$ cat src/rtl/day1_pkg.sv
// Shared types and ASCII constants for the day-1 puzzle text reader.
package day1_pkg;

  typedef enum logic {
    LEFT  = 1'b0,
    RIGHT = 1'b1
  } rotDir_t;

  typedef enum logic [2:0] {
    S_DIR,
    S_NUM,
    S_SKIP,
    S_EMIT,
    S_DONE
  } parse_state_t;

  localparam logic [7:0] CH_L  = 8'h4C;
  localparam logic [7:0] CH_R  = 8'h52;
  localparam logic [7:0] CH_NL = 8'h0A;
  localparam logic [7:0] CH_CR = 8'h0D;
  localparam logic [7:0] CH_0  = 8'h30;
  localparam logic [7:0] CH_9  = 8'h39;

endpackage

$ cat src/rtl/day1_parser_if.sv
// Byte-stream input and record output handshakes of the day-1 parser.
interface day1_parser_if #(
  parameter int unsigned CLICK_WIDTH = 32
);
  import day1_pkg::*;

  logic [7:0]             in_data;
  logic                   in_valid;
  logic                   in_last;
  logic                   in_ready;
  rotDir_t                direction;
  logic [CLICK_WIDTH-1:0] clicks;
  logic                   out_valid;
  logic                   out_ready;

  modport master (
    output in_data, in_valid, in_last, out_ready,
    input  in_ready, direction, clicks, out_valid
  );

  modport slave (
    input  in_data, in_valid, in_last, out_ready,
    output in_ready, direction, clicks, out_valid
  );

endinterface

$ cat src/rtl/dec_accum.sv
// Decimal accumulator: clear, step acc*10+digit, clamp to all-ones on overflow.
module dec_accum #(
  parameter int unsigned CLICK_WIDTH = 32
) (
  input  logic                   clock,
  input  logic                   reset_n,
  input  logic                   clear_i,
  input  logic                   step_i,
  input  logic [3:0]             digit_i,
  output logic [CLICK_WIDTH-1:0] acc_o
);

  logic [CLICK_WIDTH-1:0] acc_q, acc_d;
  logic [CLICK_WIDTH+3:0] prod;

  // Four extra bits hold (2^W-1)*10+9, so any overflow shows up in the top nibble.
  always_comb begin
    prod  = {4'b0000, acc_q} * (CLICK_WIDTH+4)'(10) + (CLICK_WIDTH+4)'(digit_i);
    acc_d = acc_q;
    if (clear_i) begin
      acc_d = '0;
    end else if (step_i) begin
      acc_d = (|prod[CLICK_WIDTH+3:CLICK_WIDTH]) ? '1 : prod[CLICK_WIDTH-1:0];
    end
  end

  always_ff @(posedge clock or negedge reset_n) begin
    if (!reset_n) acc_q <= '0;
    else          acc_q <= acc_d;
  end

  assign acc_o = acc_q;

endmodule

$ cat src/rtl/day1_parser.sv
// Turns "L68\n"-style ASCII lines into (direction, clicks) records, counting malformed lines.
module day1_parser
  import day1_pkg::*;
#(
  parameter int unsigned CLICK_WIDTH = 32,
  parameter int unsigned COUNT_WIDTH = 16
) (
  input  logic                   clock,
  input  logic                   reset_n,
  day1_parser_if.slave           bus,
  output logic [COUNT_WIDTH-1:0] rec_count,
  output logic [COUNT_WIDTH-1:0] err_count,
  output logic                   done
);

  parse_state_t           state_q, state_d;
  rotDir_t                dir_q, dir_d;
  logic                   seen_q, seen_d;
  logic                   last_q, last_d;
  logic                   in_ready_q, out_valid_q, done_q;
  logic [COUNT_WIDTH-1:0] rec_q, err_q;
  logic                   acc_clr, acc_step, err_inc, rec_inc;
  logic                   accept, is_digit, is_nl, is_cr, is_dir;
  logic [CLICK_WIDTH-1:0] acc;

  dec_accum #(.CLICK_WIDTH(CLICK_WIDTH)) u_acc (
    .clock   (clock),
    .reset_n (reset_n),
    .clear_i (acc_clr),
    .step_i  (acc_step),
    .digit_i (bus.in_data[3:0]),
    .acc_o   (acc)
  );

  always_comb begin
    state_d  = state_q;
    dir_d    = dir_q;
    seen_d   = seen_q;
    last_d   = last_q;
    acc_clr  = 1'b0;
    acc_step = 1'b0;
    err_inc  = 1'b0;
    rec_inc  = 1'b0;
    accept   = in_ready_q && bus.in_valid;
    is_digit = (bus.in_data >= CH_0) && (bus.in_data <= CH_9);
    is_nl    = (bus.in_data == CH_NL);
    is_cr    = (bus.in_data == CH_CR);
    is_dir   = (bus.in_data == CH_L) || (bus.in_data == CH_R);
    unique case (state_q)
      S_DIR: if (accept) begin
        if (is_dir) begin
          dir_d   = (bus.in_data == CH_L) ? LEFT : RIGHT;
          acc_clr = 1'b1;
          seen_d  = 1'b0;
          state_d = S_NUM;
          if (bus.in_last) begin
            err_inc = 1'b1;
            state_d = S_DONE;
          end
        end else if (is_nl || is_cr) begin
          if (bus.in_last) state_d = S_DONE;
        end else begin
          err_inc = 1'b1;
          state_d = bus.in_last ? S_DONE : S_SKIP;
        end
      end
      // A stream ending mid-number still yields the record once digits exist.
      S_NUM: if (accept) begin
        if (is_digit) begin
          acc_step = 1'b1;
          seen_d   = 1'b1;
          if (bus.in_last) begin
            last_d  = 1'b1;
            state_d = S_EMIT;
          end
        end else if (is_cr) begin
          if (bus.in_last) begin
            if (seen_q) begin
              last_d  = 1'b1;
              state_d = S_EMIT;
            end else begin
              err_inc = 1'b1;
              state_d = S_DONE;
            end
          end
        end else if (is_nl) begin
          if (seen_q) begin
            last_d  = bus.in_last;
            state_d = S_EMIT;
          end else begin
            err_inc = 1'b1;
            state_d = bus.in_last ? S_DONE : S_DIR;
          end
        end else begin
          err_inc = 1'b1;
          state_d = bus.in_last ? S_DONE : S_SKIP;
        end
      end
      S_SKIP: if (accept) begin
        if (is_nl) begin
          state_d = bus.in_last ? S_DONE : S_DIR;
        end else if (bus.in_last) begin
          err_inc = 1'b1;
          state_d = S_DONE;
        end
      end
      S_EMIT: if (bus.out_ready) begin
        rec_inc = 1'b1;
        last_d  = 1'b0;
        state_d = last_q ? S_DONE : S_DIR;
      end
      S_DONE: ;
      default: state_d = S_DIR;
    endcase
  end

  always_ff @(posedge clock or negedge reset_n) begin
    if (!reset_n) begin
      state_q     <= S_DIR;
      dir_q       <= LEFT;
      seen_q      <= 1'b0;
      last_q      <= 1'b0;
      in_ready_q  <= 1'b1;
      out_valid_q <= 1'b0;
      done_q      <= 1'b0;
      rec_q       <= '0;
      err_q       <= '0;
    end else begin
      state_q     <= state_d;
      dir_q       <= dir_d;
      seen_q      <= seen_d;
      last_q      <= last_d;
      in_ready_q  <= (state_d == S_DIR) || (state_d == S_NUM) || (state_d == S_SKIP);
      out_valid_q <= (state_d == S_EMIT);
      done_q      <= (state_d == S_DONE);
      if (rec_inc && (rec_q != '1)) rec_q <= rec_q + 1'b1;
      if (err_inc && (err_q != '1)) err_q <= err_q + 1'b1;
    end
  end

  assign bus.in_ready  = in_ready_q;
  assign bus.out_valid = out_valid_q;
  assign bus.direction = dir_q;
  assign bus.clicks    = acc;
  assign rec_count     = rec_q;
  assign err_count     = err_q;
  assign done          = done_q;

endmodule

$ cat src/flat_wrapper.sv
// flat-port wrapper written by rule: the top's interface ports become plain ports
module day1_parser_flat import day1_pkg::*;
#(
  parameter int unsigned CLICK_WIDTH = 32,
  parameter int unsigned COUNT_WIDTH = 16
)
  (clock, reset_n, rec_count, err_count, done, bus_in_data, bus_in_valid, bus_in_last, bus_out_ready, bus_in_ready, bus_direction, bus_clicks, bus_out_valid);
  day1_parser_if #(.CLICK_WIDTH(CLICK_WIDTH)) bus_i ();
  input  logic clock;
  input  logic reset_n;
  output logic [COUNT_WIDTH-1:0] rec_count;
  output logic [COUNT_WIDTH-1:0] err_count;
  output logic done;
  input wire logic [$bits(bus_i.in_data)-1:0] bus_in_data;
  input wire logic [$bits(bus_i.in_valid)-1:0] bus_in_valid;
  input wire logic [$bits(bus_i.in_last)-1:0] bus_in_last;
  input wire logic [$bits(bus_i.out_ready)-1:0] bus_out_ready;
  output wire logic [$bits(bus_i.in_ready)-1:0] bus_in_ready;
  output wire logic [$bits(bus_i.direction)-1:0] bus_direction;
  output wire logic [$bits(bus_i.clicks)-1:0] bus_clicks;
  output wire logic [$bits(bus_i.out_valid)-1:0] bus_out_valid;
  assign bus_i.in_data = bus_in_data;
  assign bus_i.in_valid = bus_in_valid;
  assign bus_i.in_last = bus_in_last;
  assign bus_i.out_ready = bus_out_ready;
  assign bus_in_ready = bus_i.in_ready;
  assign bus_direction = bus_i.direction;
  assign bus_clicks = bus_i.clicks;
  assign bus_out_valid = bus_i.out_valid;
  day1_parser #(.CLICK_WIDTH(CLICK_WIDTH), .COUNT_WIDTH(COUNT_WIDTH)) u_core (.clock(clock), .reset_n(reset_n), .bus(bus_i), .rec_count(rec_count), .err_count(err_count), .done(done));
endmodule
$ cat config.mk
export PLATFORM = sky130hd
export DESIGN_NAME = day1_parser_flat
export DESIGN_NICKNAME = d
export VERILOG_FILES = /design/src/rtl/day1_pkg.sv /design/src/rtl/day1_parser_if.sv /design/src/rtl/dec_accum.sv /design/src/rtl/day1_parser.sv /design/src/flat_wrapper.sv
export SDC_FILE = /design/constraint.sdc
export NUM_CORES = 1
export LEC_CHECK = 0
export BUFFER_PORTS_ARGS = -buffer_cell sky130_fd_sc_hd__buf_2
export CELL_PAD_IN_SITES_DETAIL_PLACEMENT = 2
export CELL_PAD_IN_SITES_GLOBAL_PLACEMENT = 2
export CORE_MARGIN = 2
export CORE_UTILIZATION = 30
export CTS_BUF_LIST = sky130_fd_sc_hd__clkbuf_8 sky130_fd_sc_hd__clkbuf_16
export DETAILED_ROUTE_END_ITERATION = 10
export PLACE_DENSITY = 0.79
export SETUP_SLACK_MARGIN = 0.1
export SLEW_MARGIN = 15
export SYNTH_ARGS = -nofsm -noshare
export SYNTH_HDL_FRONTEND = slang
export SYNTH_SLANG_ARGS = --single-unit
$ cat constraint.sdc
create_clock -name clock -period 4 [get_ports clock]
set_input_delay 0.4 -clock clock [delete_from_list [all_inputs] [get_ports clock]]
set_output_delay 0.4 -clock clock [all_outputs]
set_load 0.01 [all_outputs]
==> results of run 1 <==
-- flip-flops by register name (all words and copies together) (netlist names) --
| register | cells |
|---|---|
| u_core.u_acc.acc_o | 32 |
| u_core.err_count | 16 |
| u_core.done | 1 |
| u_core.rec_count | 16 |
| u_core.last_q | 1 |
| u_core.bus.in_ready | 1 |
| u_core.bus.direction | 1 |
| u_core.seen_q | 1 |
| u_core.state_q | 3 |
| u_core.bus.out_valid | 1 |
-- metal layers --
metal,vias to the layer above,global-route usage
li1,3079,-
met2,152,0.391
met5,-,0
met1,3459,0.276
met3,58,0.0305
met4,0,0.0556
-- through the flow --
stage / utilization / cells / hold WS [ns]
final: 0.405 / 1182 / 0.217
after global routing: 0.405 / 1182 / 0.292
after detailed placement: 0.346 / 1125 / 0.485
after global placement: 0.346 / 1125 / 0.465
after CTS: 0.379 / 1160 / 0.263
after floorplan: - / 747 / 0.104
-- cell type report --
type	count	area share
Clock inverter	7	0.00797
Clock buffer	9	0.0256
Sequential cell	73	0.208
Inverter	17	0.00726
Tap cell	280	0.0398
Multi-Input combinational cell	621	0.573
Timing Repair Buffer	175	0.138
-- cell families after synthesis --
kind of cell	count (synthesis)	share of synthesized area
AND/OR/NAND/NOR	267	0.218
AO/OA/AOI/OAI	209	0.222
flip-flops	73	0.278
XOR/XNOR	68	0.0906
adder cells (fa/ha/maj)	67	0.130
buffers and inverters	54	0.0461
multiplexers	9	0.0150
-- critical path, stage by stage (launching register included) --
cell and delay (ns):
dfrtp_2 0.45, ha_4 0.29, ha_4 0.14, inv_2 0.04, fa_2 0.38, nand2b_4 0.17
a21oi_4 0.18, buf_4 0.14, buf_4 0.10, o211a_1 0.18, o21ai_0 0.13, a211oi_2 0.29
and4b_4 0.31, buf_6 0.11, nand4b_4 0.14, nor4b_4 0.17, buf_4 0.16, mux2_4 0.32
buf_12 0.16, o211ai_2 0.17
-- power by group through the flow --
stage / Sequential [W] / Combinational [W] / Clock, W
after detailed placement: 0.000752 / 0.0000385 / 0
after global placement: 0.000752 / 0.0000373 / 0
after global routing: 0.000738 / 0.0000428 / 0.000896
after CTS: 0.000738 / 0.0000387 / 0.000866
after floorplan: 0.000752 / 0.00000926 / 0
final: 0.000738 / 0.0000378 / 0.000854
-- Yosys cell counts (8+ instances only) --
| library cell | count |
|---|---|
| nand3_1 | 21 |
| buf_6 | 8 |
| xor2_1 | 27 |
| nand2b_1 | 10 |
| o211ai_1 | 9 |
| ha_1 | 65 |
| xnor2_1 | 41 |
| a31oi_1 | 22 |
| and4_1 | 8 |
| inv_1 | 17 |
| nand4_1 | 19 |
| a211oi_1 | 11 |
| o21ai_0 | 30 |
| clkbuf_1 | 19 |
| nor2_1 | 50 |
| nor3_1 | 22 |
| a21oi_1 | 69 |
| dfrtp_1 | 72 |
| and3_1 | 11 |
| and2_1 | 15 |
| nand2_1 | 67 |
-- cell usage in the layout (no fill, tap or decap), types with 17 or more instances in the layout --
| cell type | count |
|---|---|
| buf_4 | 87 |
| buf_2 | 79 |
| dfrtp_1 | 69 |
| nand2_1 | 66 |
| a21oi_1 | 57 |
| ha_1 | 50 |
| nor2_1 | 45 |
| xnor2_1 | 38 |
| o21ai_0 | 27 |
| xor2_1 | 27 |
| nand4_1 | 19 |
| nand3_1 | 19 |
| inv_1 | 17 |
| nor3_1 | 17 |
-- path summary, 6_finish.rpt --
path                            depth (start not counted)  slack [ns]                     end                  start
worst min register to register                          2        0.48           u_core.last_q          u_core.last_q
worst min-delay path                                    1        0.22    u_core.rec_count[14]                reset_n
worst max register to register                         19       -0.16  u_core.u_acc.acc_o[30]  u_core.u_acc.acc_o[3]
max in group asynchronous                               1        3.09   u_core.u_acc.acc_o[4]                reset_n
min in group clock                                      2        0.36       u_core.state_q[0]            bus_in_last
worst max-delay path                                   19       -0.16  u_core.u_acc.acc_o[30]  u_core.u_acc.acc_o[3]
-- what timing repair did --
item,in CTS,in global routing
gates resized for setup,46,56
pin swaps,19,40
hold buffers,0,0
endpoints found under the setup margin,32,32
setup buffers,18,20
cloned,1,2
==> impl_metrics.env, run 1 <==
export IMPL_clk_pin_slew_ns=0.07
export IMPL_max_freq_mhz=241
export IMPL_grt_pass1_wl_um=40700
export IMPL_hold_path_class="in2async"
export IMPL_htreeDepth=3
export IMPL_io_buffers=80
export IMPL_setup_slack_ns=-0.158
export IMPL_fin_area_sq_um=8790
export IMPL_worst_pin_slew_ns=1.04
export IMPL_ys_types=81
export IMPL_p_seq_frac=0.453
export IMPL_synth_top_cell_by_area="dfrtp_1"
export IMPL_die_area_sq_um=23100
export IMPL_worstSetupEndpointType="flip-flop"
export IMPL_clockBufferDepth=2
export IMPL_switching_share=0.245
export IMPL_p_sw_w=0.000399
export IMPL_place_area_sq_um=7500
export IMPL_post_dp_hpwl_um=17700
export IMPL_register_area_sq_um=1830
export IMPL_multiInputGateArea_sq_um=5040
export IMPL_rows=54
export IMPL_grt_antenna_before_repair=0
export IMPL_tritoncts="built"
export IMPL_postSynthCellCount=747
export IMPL_clk_latency_ns=0.36
export IMPL_path_max_fanout=6
export IMPL_drv_cap=0
export IMPL_synthArstFlopShare=1.00
export IMPL_grt_pass1_vias=7147
export IMPL_syn_avg_cell_area_sq_um=8.80
export IMPL_drc=0
export IMPL_clock_skew_ns=0.00789
export IMPL_cp_data_required_time_ns=4.26
export IMPL_timing_setup_tns_ns=-2.68
export IMPL_layout_nets=977
export IMPL_internal_power_w=0.00123
export IMPL_timing_final_crit_share=1.04
export IMPL_track_usage=0.218
export IMPL_area_growth_pct=33.8
export IMPL_leakage_nw=4.02
export IMPL_n_antenna_cell=0
export IMPL_ys_ff_latch=73
export IMPL_wl_per_cell_um=23.5
export IMPL_synth_ff_type="dfrtp_1"
export IMPL_period_needed_ns=4.16
export IMPL_viasPerCell=5.71
export IMPL_power_w=0.00163
export IMPL_clock_power_share=0.524
export IMPL_status="complete, but fails checks"
export IMPL_violations="setup timing"
export IMPL_wl_met2_um=14200
export IMPL_synth_edf_count=0
export IMPL_root_buffer="clkbuf_16"
export IMPL_synth_cell_area_sq_um=6570
export IMPL_firstDrtPassIters=4
export IMPL_maxSlewViolCount=0
export IMPL_crit_path_start_kind="flip-flop"
export IMPL_drt_wl_total_um=27700
export IMPL_maxSlewHeadroom=0.309
export IMPL_critPathArrivalTime_ns=4.41
export IMPL_start_util=0.303
export IMPL_core_area_sq_um=21700
export IMPL_grt_ovfl_total=0
export IMPL_place_congestion=0.856
export IMPL_pwr_share_comb=0.023
export IMPL_die_y_um=152
export IMPL_synth_nets=827
export IMPL_p_per_area_nw_per_um2=185
export IMPL_wl_met3_um=751
export IMPL_synthTopCellsByArea="dfrtp_1, ha_1, xnor2_1, a21oi_1, nand2_1"
export IMPL_crit_type="reg2reg"
export IMPL_highest_layer="met4"
export IMPL_finalSetupViolCount=31
export IMPL_num_vias=6748
export IMPL_cts_buffers=9
export IMPL_yosys_area_top_type_share=0.274
export IMPL_place_ws_ns=-0.196
export IMPL_ys_seq_area_frac=0.278
export IMPL_wl_met1_um=11900
export IMPL_die_w_um=152
export IMPL_cts_sinks=73
export IMPL_yosys_warnings=0
export IMPL_rsz0062_at_grt="true"
export IMPL_ant_nets=0
export IMPL_io_pins=81
export IMPL_grt_max_degree=74
export IMPL_dr_first_iter_drc_count=399
export IMPL_max_vdd_ir_drop_mv=0.198
export IMPL_layout_drive_gt1_share=0.339
export IMPL_hold_viol=0
export IMPL_num_fill_cells=2359
Note: power is estimated with default switching activity, not from simulation.
==> run 2: changes to the inputs <==
==> constraint.sdc (replaced) <==
create_clock -name clock -period 4 [get_ports clock]
set_input_delay 0.2 -clock clock [delete_from_list [all_inputs] [get_ports clock]]
set_output_delay 0.2 -clock clock [all_outputs]
set_load 0.01 [all_outputs]
==> run 2 against run 1 <==
The flow finishes with violations (hold timing, setup timing). First-iteration DRC count is 4.3% lower. Clock skew is 0.00095 ns higher. Via count is 2.3% lower. Register-to-register slack hardly changed. Sequential share of layout area is 0.58 points higher. Global-route usage is 0.12 points lower. Highest routed layer unchanged.
==> impl_metrics.env, run 2 (same netlist as run 1, synthesis figures left out) <==
export IMPL_status="complete, but fails checks"
export IMPL_violations="hold timing, setup timing"
export IMPL_grt_pass1_vias=7167
export IMPL_num_fill_cells=2377
export IMPL_area_growth_pct=30.1
export IMPL_grt_pass1_wl_um=40500
export IMPL_wl_per_cell_um=22.4
export IMPL_max_freq_mhz=241
export IMPL_clk_latency_ns=0.36
export IMPL_timing_hold_ws_ns=-0.0166
export IMPL_layout_nets=968
export IMPL_final_core_util=0.394
export IMPL_drt_wl_total_um=26300
export IMPL_rsz0062_at_grt="true"
export IMPL_core_area_sq_um=21700
export IMPL_cp_data_required_time_ns=4.28
export IMPL_reg2reg_from="u_core.u_acc.acc_o[18]"
export IMPL_finalSetupViolCount=32
export IMPL_viasPerCell=5.62
export IMPL_drv_cap=0
export IMPL_critPathArrivalTime_ns=4.43
export IMPL_grt_ovfl_total=0
export IMPL_timing_final_crit_share=1.04
export IMPL_leakage_nw=3.92
export IMPL_holdBufCountCts=0
export IMPL_io_buffers=80
export IMPL_track_usage=0.217
export IMPL_clk_pin_slew_ns=0.07
export IMPL_worst_pin_slew_ns=1.01
export IMPL_maxSlewViolCount=0
export IMPL_num_vias=6590
export IMPL_rows=54
export IMPL_layout_drive_gt1_share=0.318
export IMPL_mostFrequentLayoutCell="buf_4"
export IMPL_htreeDepth=3
export IMPL_n_antenna_cell=0
export IMPL_firstDrtPassIters=4
export IMPL_grt_antenna_before_repair=0
export IMPL_place_congestion=0.861
export IMPL_io_pins=81
export IMPL_grt_max_degree=74
export IMPL_r2r_slack_ns=-0.15
export IMPL_place_ws_ns=-0.305
export IMPL_p_per_area_nw_per_um2=187
export IMPL_crit_type="reg2reg"
export IMPL_cts_sinks=73
export IMPL_r2r_end="u_core.u_acc.acc_o[5]"
export IMPL_drc=0
export IMPL_die_w_um=152
export IMPL_path_max_fanout=10
export IMPL_dr_first_iter_drc_count=382
export IMPL_timing_setup_tns_ns=-3.30
export IMPL_root_buffer="clkbuf_16"
export IMPL_maxSlewHeadroom=0.325
export IMPL_clock_skew_ns=0.00884
export IMPL_tritoncts="built"
export IMPL_r2r_worst_path_cells=13
export IMPL_setup_slack_ns=-0.150
export IMPL_period_needed_ns=4.15
export IMPL_hold_viol=3
export IMPL_crit_path_start_kind="flip-flop"
export IMPL_hold_path_class="in2async"
export IMPL_worstSetupEndpointType="flip-flop"
export IMPL_die_area_sq_um=23100
export IMPL_largest_register_ffs=32
export IMPL_die_y_um=152
export IMPL_max_vdd_ir_drop_mv=0.153
export IMPL_cts_buffers=9
export IMPL_layout_common_cells="buf_4, buf_2, dfrtp_1, nand2_1, a21oi_1"
export IMPL_start_util=0.303
export IMPL_ant_nets=0
export IMPL_post_dp_hpwl_um=17500
export IMPL_clockBufferDepth=2
-- run 2: how the worst max path moves through the flow --
stage / startpoint / end / slack [ns]
CTS: u_core.u_acc.acc_o[4] / u_core.u_acc.acc_o[27] / 0.07
global route: u_core.u_acc.acc_o[19] / u_core.u_acc.acc_o[5] / -0.26
detailed placement: u_core.u_acc.acc_o[2] / u_core.u_acc.acc_o[24] / -0.30
finish: u_core.u_acc.acc_o[18] / u_core.u_acc.acc_o[5] / -0.15
floorplan: u_core.u_acc.acc_o[1] / u_core.u_acc.acc_o[25] / 0.20
global placement: u_core.u_acc.acc_o[2] / u_core.u_acc.acc_o[2] / -0.10
-- run 2: metal layers --
metal / global-route usage / vias up / wire length [um]
li1: - / 3063 / -
met4: 0.0832 / 0 / 622
met1: 0.271 / 3366 / 11500
met2: 0.379 / 122 / 13400
met3: 0.0317 / 39 / 880
met5: 0 / - / 0
-- run 2: timing repair --
action	4_1_cts	5_1_grt
gates cloned	2	0
endpoints found under the setup margin	32	32
pin swaps	26	26
endpoints found under the hold margin	0	0
gates resized for setup	53	32
buffers inserted	20	10
-- run 2: report_power, final --
part	leakage [nW]	switching (W)	total [W]	internal, W
Sequential	0.998	0	0.000738	0.000738
Combinational	2.79	0.0000279	0.0000375	0.00000962
Clock	0.135	0.000392	0.000825	0.000433
Total	3.92	0.000420	0.00160	0.00118
-- run 2: stage by stage --
step           power [W]  instance area [sq um]  cells
2_1_floorplan   0.000761                   6570    747
3_3_place_gp    0.000789                   7500   1125
3_5_place_dp    0.000790                   7500   1125
4_1_cts          0.00162                   8270   1163
5_1_grt          0.00165                   8550   1173
6_report         0.00160                   8550   1173
-- run 2: cell type report --
class | instances | area [sq um] | area share
multi-input cells | 622 | 4950 | 0.579
flip-flops and latches | 73 | 1830 | 0.214
repair buffers | 165 | 1060 | 0.125
well taps | 280 | 350 | 0.0410
clock buffers | 9 | 225 | 0.0263
inverters | 17 | 63.8 | 0.00746
clock inverters | 7 | 61.3 | 0.00717
-- run 2: worst max-delay path, stage by stage, from the launching register on --
cell and delay, ns:
dfrtp_1 0.45, ha_1 0.33, ha_1 0.45, a21oi_1 0.33, o21ai_0 0.15, a41o_1 0.28
nor3b_1 0.17, or4_2 0.70, nand4_2 0.15, nor3_2 0.06, nand3b_1 0.29, mux2_4 0.37
buf_12 0.16, a31oi_4 0.16
